`src/rtl/apb_mst_pkg.sv`:
```
// Shared types and default constants for the APB master bridge.
// The APB_MST_TIMEOUT_EN build option uses TMO_RDATA as the forced read value.
package apb_mst_pkg;

   typedef enum logic [1:0] {
      IDLE   = 2'd0,
      SETUP  = 2'd1,
      ACCESS = 2'd2,
      DONE   = 2'd3
   } apb_mst_state_e;

   localparam int APB_ADDR_W       = 32;
   localparam int APB_DATA_W       = 32;
   localparam int APB_TIMEOUT_DFLT = 255;

   localparam logic [APB_DATA_W-1:0] TMO_RDATA = '0;

endpackage

```
`src/rtl/apb_mst_wdog.sv`:
```
// ACCESS-phase wait counter; present only in builds with APB_MST_TIMEOUT_EN.
// expired is asserted during the TIMEOUT_CYCLES-th consecutive wait cycle.
module apb_mst_wdog
   import apb_mst_pkg::*;
#(
   parameter int TIMEOUT_CYCLES = APB_TIMEOUT_DFLT
) (
   input  logic clk,
   input  logic rst,
   input  logic clr,
   input  logic en,
   output logic expired
);

   localparam int CW = $clog2(TIMEOUT_CYCLES + 1);

   logic [CW-1:0] cnt;

   always_ff @(posedge clk or posedge rst) begin
      if (rst) begin
         cnt <= '0;
      end else if (clr) begin
         cnt <= '0;
      end else if (en) begin
         cnt <= cnt + CW'(1);
      end
   end

   // The increment that reaches TIMEOUT_CYCLES coincides with the forced completion.
   assign expired = en && (cnt == CW'(TIMEOUT_CYCLES - 1));

endmodule

```
`src/rtl/apb_master_bridge.sv`:
```
// Registered two-phase APB initiator for the simple_rv data-memory port.
// Define APB_MST_TIMEOUT_EN to bound ACCESS wait states by TIMEOUT_CYCLES.
module apb_master_bridge
   import apb_mst_pkg::*;
#(
   parameter int ADDR_WIDTH     = APB_ADDR_W,
   parameter int DATA_WIDTH     = APB_DATA_W,
   parameter int TIMEOUT_CYCLES = APB_TIMEOUT_DFLT
) (
   input  logic                  HCLK,
   input  logic                  HRESET,
   input  logic [ADDR_WIDTH-1:0] dmem_addr,
   input  logic [DATA_WIDTH-1:0] dmem_data_in,
   input  logic                  dmem_wen,
   input  logic                  dmem_ren,
   output logic [DATA_WIDTH-1:0] dmem_data_out,
   output logic                  dmem_stall,
   output logic                  rsp_valid,
   output logic                  rsp_err,
   output logic [ADDR_WIDTH-1:0] PADDR,
   output logic [DATA_WIDTH-1:0] PWDATA,
   output logic                  PWRITE,
   output logic                  PSEL,
   output logic                  PENABLE,
   input  logic [DATA_WIDTH-1:0] PRDATA,
   input  logic                  PREADY,
   input  logic                  PSLVERR,
   output apb_mst_state_e        state_dbg
);

   // Core handshake: the core holds wen/ren and its operands while dmem_stall is
   // high; the transfer is accepted on the edge that ends the DONE cycle (stall low).
   apb_mst_state_e state, state_nxt;
   logic           req;
   logic           expired;

   assign req        = dmem_wen | dmem_ren;
   assign dmem_stall = req & (state != DONE) & ~HRESET;
   assign state_dbg  = state;

   if (TIMEOUT_CYCLES < 1) begin : g_bad_timeout
      $error("apb_master_bridge: TIMEOUT_CYCLES must be at least 1");
   end

`ifdef APB_MST_TIMEOUT_EN
   apb_mst_wdog #(
      .TIMEOUT_CYCLES(TIMEOUT_CYCLES)
   ) u_wdog (
      .clk    (HCLK),
      .rst    (HRESET),
      .clr    (state == SETUP),
      .en     ((state == ACCESS) && !PREADY),
      .expired(expired)
   );
`else
   assign expired = 1'b0;
`endif

   always_comb begin
      state_nxt = state;
      case (state)
         IDLE:    if (req) state_nxt = SETUP;
         SETUP:   state_nxt = ACCESS;
         ACCESS:  if (PREADY || expired) state_nxt = DONE;
         DONE:    state_nxt = IDLE;
         default: state_nxt = IDLE;
      endcase
   end

   // APB strobes are decoded from the next state so they leave flops directly.
   always_ff @(posedge HCLK or posedge HRESET) begin
      if (HRESET) begin
         state         <= IDLE;
         PSEL          <= 1'b0;
         PENABLE       <= 1'b0;
         rsp_valid     <= 1'b0;
         rsp_err       <= 1'b0;
         PADDR         <= '0;
         PWDATA        <= '0;
         PWRITE        <= 1'b0;
         dmem_data_out <= '0;
      end else begin
         state     <= state_nxt;
         PSEL      <= (state_nxt == SETUP) || (state_nxt == ACCESS);
         PENABLE   <= (state_nxt == ACCESS);
         rsp_valid <= (state_nxt == DONE);
         if ((state == IDLE) && req) begin
            PADDR  <= dmem_addr;
            PWDATA <= dmem_data_in;
            PWRITE <= dmem_wen;
         end
         if (state == ACCESS) begin
            if (PREADY) begin
               rsp_err <= PSLVERR;
               if (!PWRITE) dmem_data_out <= PRDATA;
            end else if (expired) begin
               rsp_err       <= 1'b1;
               dmem_data_out <= DATA_WIDTH'(TMO_RDATA);
            end
         end
      end
   end

endmodule
```
`config.mk`:
```
export PLATFORM = sky130hd
export DESIGN_NAME = apb_master_bridge
export DESIGN_NICKNAME = d
export VERILOG_FILES = /design/src/rtl/apb_mst_pkg.sv /design/src/rtl/apb_mst_wdog.sv /design/src/rtl/apb_master_bridge.sv
export SDC_FILE = /design/constraint.sdc
export NUM_CORES = 1
export LEC_CHECK = 0
export ABC_AREA = 1
export CAP_MARGIN = 25
export CORE_MARGIN = 4
export CORE_UTILIZATION = 36
export CTS_CLUSTER_SIZE = 10
export DETAILED_ROUTE_END_ITERATION = 8
export PLACE_DENSITY = 0.76
export SYNTH_ARGS = -nofsm -noshare
export SYNTH_HDL_FRONTEND = slang
export SYNTH_SLANG_ARGS = --single-unit
```
`constraint.sdc`:
```
create_clock -name HCLK -period 3.3 [get_ports HCLK]
set_clock_uncertainty 0.2 [all_clocks]
set_input_delay 0.66 -clock HCLK [delete_from_list [all_inputs] [get_ports HCLK]]
set_output_delay 0.66 -clock HCLK [all_outputs]
set_load 0.05 [all_outputs]
```
# After elaboration in Yosys (flattened, before gate mapping)

Index checks and enable logic that the tools add are counted.

Flip-flop bits (word level): 103
Input port bits: 102
Word-level logic and storage cells: 29

Equality and inequality tests: 7
Multiplexer cells: 3
Bitwise operators: 5
Reduce and logical (&&, ||, !) cells: 5

Operators by type and width:

| operator           | number |
|---|---|
| $eq 2x2->1 const B | 4 |
| $pmux 2 s4         | 1 |
| $eq 2x1->1 const B | 2 |
| $mux 2             | 2 |
| $reduce_and 3->1   | 1 |
| $and 1x1->1        | 2 |
| $logic_not 2->1    | 1 |
| $ne 2x2->1 const B | 1 |
| $not 1->1          | 2 |
| $reduce_and 2->1   | 1 |
| $logic_and 1x1->1  | 1 |
| $logic_or 1x1->1   | 1 |
| $or 1x1->1         | 1 |

# Logic depth before layout (Yosys ltp)

Depth in word-level cells: 5
Gate-level depth with buffers: 7
Depth with buffers taken out: 7

# Least setup slack after synthesis

No wires, ideal clock.

Path kind: register to output
From: register state[0], in the netlist state_dbg[0]
To: output dmem_stall
Arrival time: 1.953 ns
Slack: 0.487 ns
Cell stages (with the launch flop): 3
Path buffers: 0
Path through: dfrtp_1 ha_1 nor3_1

Cells in the longest elaborated chain, start to end: 3

RTL lines:

| what                     | RTL line                | text |
|---|---|---|
| from (decl)              | apb_master_bridge.sv:33 | `apb_mst_state_e state, state_nxt;` |
| from (signal assigned)   | apb_master_bridge.sv:83 | `state <= state_nxt;` |
| $ne 2x2->1               | apb_master_bridge.sv:38 | `assign dmem_stall = req & (state != DONE) & ~HRESET;` |
| $and 1x1->1 (2 in a row) | apb_master_bridge.sv:38 |  |
| to (decl)                | apb_master_bridge.sv:17 | `output logic dmem_stall,` |

Every way passes these cells.

# Worst setup path after layout

From: register state[1], in the netlist state_dbg[1]
To: output state_dbg[1]

RTL lines:

| what      | RTL line                | text |
|---|---|---|
| to (decl) | apb_master_bridge.sv:28 | `output apb_mst_state_e state_dbg` |

No word-level cell between the ends.

==> flow_summary.yaml <==
grt:
  grt_pass1_vias: 3636
  grt_max_degree: 104
  overflow: 0
  grtUsageTotal_pct: 16.9
  grt_pass1_wl_um: 18100
  antenna_found_initial: 0
detailed_routing:
  ant_nets: 0
  route.detailed.drc: 0
  wire_per_inst_um: 14.1
  viasPerCell: 4.60
  via_count: 3628
  wl_um: 11100
  drt_pass1_iterations: 5
  drt_first_iter_violations: 227
cells_and_area:
  layout-drive-gt1-share_pct: 4.01
  syn_to_final_growth_pct: 57.6
  nets: 751
  diodes: 0
  fin_area_mm2: 0.00656
yosys:
  ys_seq_area_share_pct: 62.0
  netlist_top_cells_area: "dfrtp_1, nand2_1, nand3_1"
  synth_cells: 450
  synth_top_cell_by_area: "dfrtp_1"
  ys_warn_count: 0
  avgSynthCellArea_um2: 9.24
  syn-cell-area_mm2: 0.00416
  ys_types: 19
  syn_nets: 558
  ys_ff_latch: 103
  yosys.area.top_type_share_pct: 62.0
clock_tree:
  cts_resized: 0
  path_clk_slew_ps: 70
  cts_buffer_depth: 2
  cts_tree: "yes"
  cts_max_level: 3
  insertion_delay_ps: 330
  cts-hold-fix-buffers: 0
  cts.sinks: 103
  cts_buffers: 9
  cts_setup_buffers: 0
  root_buffer: "clkbuf_16"
die:
  die_area_mm2: 0.0133
  start_util_pct: 37.5
  die_w_um: 115
  core_area_mm2: 0.0111
  floorplan.rows: 38
  die_y_um: 115
  ioPinCount: 206
worst_setup_path:
  endpoint_kind: "output port"
  crit_arrival_ps: 1620
  slowest_stage: "clkdlybuf4s50_1"
  crit_required_ps: 2440
  cp_max_fo: 5
  cp_cell_sequence: "clkdlybuf4s50_1"
  critPathKind: "reg2out"
  crit_path_max_incr_delay_ps: 840
  critPathTopFamily: "buffers and inverters"
  critical_path_buf_inv_count: 1
  start_kind: "flop"
power_and_ir_drop:
  powerDensity_mw_per_mm2: 1200
  peakVddDrop_mv: 0.619
  total_power_mw: 7.87
  leakagePower_nw: 3.20
placement:
  dp_hpwl_um: 7940
  io_buffers: 205
  gp_congestion: 0.810
  placed_area_mm2: 0.00626
sta:
  fin_setup_tns_ps: 0
  fmax_mhz: 402
  fin_crit_ps: 2480
  rsz0062_at_grt: "false"
  setup_viol: 0
  whs_ps: 270
  drv_slew: 0
  worst_pin_slew_ps: 668
  hold_viol: 0
  finalCritPeriodShare_pct: 75.3
  slew_headroom_pct: 55.5
hold_path:
  hold_path_class: "reg2reg"
status:
  status: "complete, no violations"
job:
  max_cap_viol_count: 0
[final timing paths]
path	from	end	depth (start not counted)	slack [ps]
worst max-delay path	state_dbg[1]	state_dbg[1]	1	820
worst min-delay path	PWDATA[11]	PWDATA[11]	2	270
worst max register to register	state_dbg[0]	dmem_data_out[16]	4	1280
worst min register to register	PWDATA[11]	PWDATA[11]	2	270
max in group asynchronous	HRESET	dmem_data_out[19]	3	1800
min in group asynchronous	HRESET	PWDATA[8]	3	630
[stage by stage]
step	setup slack [ps]	cells	utilization, %
detailed placement	829	772	56.5
global route	744	788	59.2
global placement	850	772	56.5
floorplan	487	450	-
finish	815	788	59.2
CTS	803	788	59.2
[worst register-to-register path, cell delays in order, from the launching register on]
cell      delay (ps)
dfrtp_1          430
inv_1            180
ha_1             240
nand3b_4         450
o21ai_0          410
[Yosys cell counts]
master	instances
a21oi_1	1
a31oi_1	1
buf_2	15
buf_6	7
clkbuf_1	2
clkbuf_2	3
dfrtp_1	103
ha_1	6
inv_1	40
inv_2	1
nand2_1	166
nand2_2	1
nand3_1	66
nand3b_4	1
nor2_1	1
nor2_2	1
nor3_1	1
o21ai_0	25
o21ai_1	9
[layout by cell type, fill, tap and decap left out]
cell type,netlist,layout
a21oi_1,1,1
a31oi_1,1,1
buf_12,0,1
buf_4,0,4
bufinv_16,0,1
clkbuf_1,2,1
clkbuf_16,0,9
clkbuf_8,0,1
clkdlybuf4s50_1,0,204
clkinv_2,0,1
clkinvlp_4,0,4
dfrtp_1,103,103
ha_1,6,5
ha_2,0,1
inv_1,40,39
inv_2,1,1
nand2_1,166,166
nand2_2,1,1
nand3_1,66,66
nand3b_4,1,1
nor2_1,1,1
nor2_2,1,1
nor3_1,1,1
o21ai_0,25,25
o21ai_1,9,9
[sequential cells by signal (all words and copies together) (netlist names)]
register	count
rsp_err	1
PADDR	32
PSEL	1
PWDATA	32
dmem_data_out	32
state_dbg	2
PENABLE	1
rsp_valid	1
PWRITE	1
[cell type report]
cell class	count	area, µm²
sequential	103	2580
fill	993	4520
timing repair buffer	209	2090
inverter	41	158
tap	140	175
clock buffer	11	243
multi-input combinational	279	1250
clock inverter	5	57.6
[layer usage]
metal / global-route usage, % / share of wire [%] / vias up
met5: 0 / 0 / -
met4: 5.24 / 2.0 / 0
met3: 5.07 / 8.9 / 18
met2: 28.0 / 48 / 138
met1: 21.4 / 41 / 1683
li1: - / - / 1789
[power by group]
part           total, mW  internal (mW)  leakage [nW]  switching, mW
logic               4.61           1.46          1.79           3.16
registers           2.20           1.87          1.28          0.334
clock network       1.06          0.608         0.138          0.450
[kinds of logic (layout without fill, tap and decap cells)]
logic type	after synthesis	after routing	synth area share, %
and+or+nand+nor	237	237	23.9
buffers and inverters	68	266	7.94
AOI/OAI and AO/OA	36	36	4.36
adders and majority gates	6	6	1.81
DFF	103	103	62.0
(Power assumes the default switching activity.)
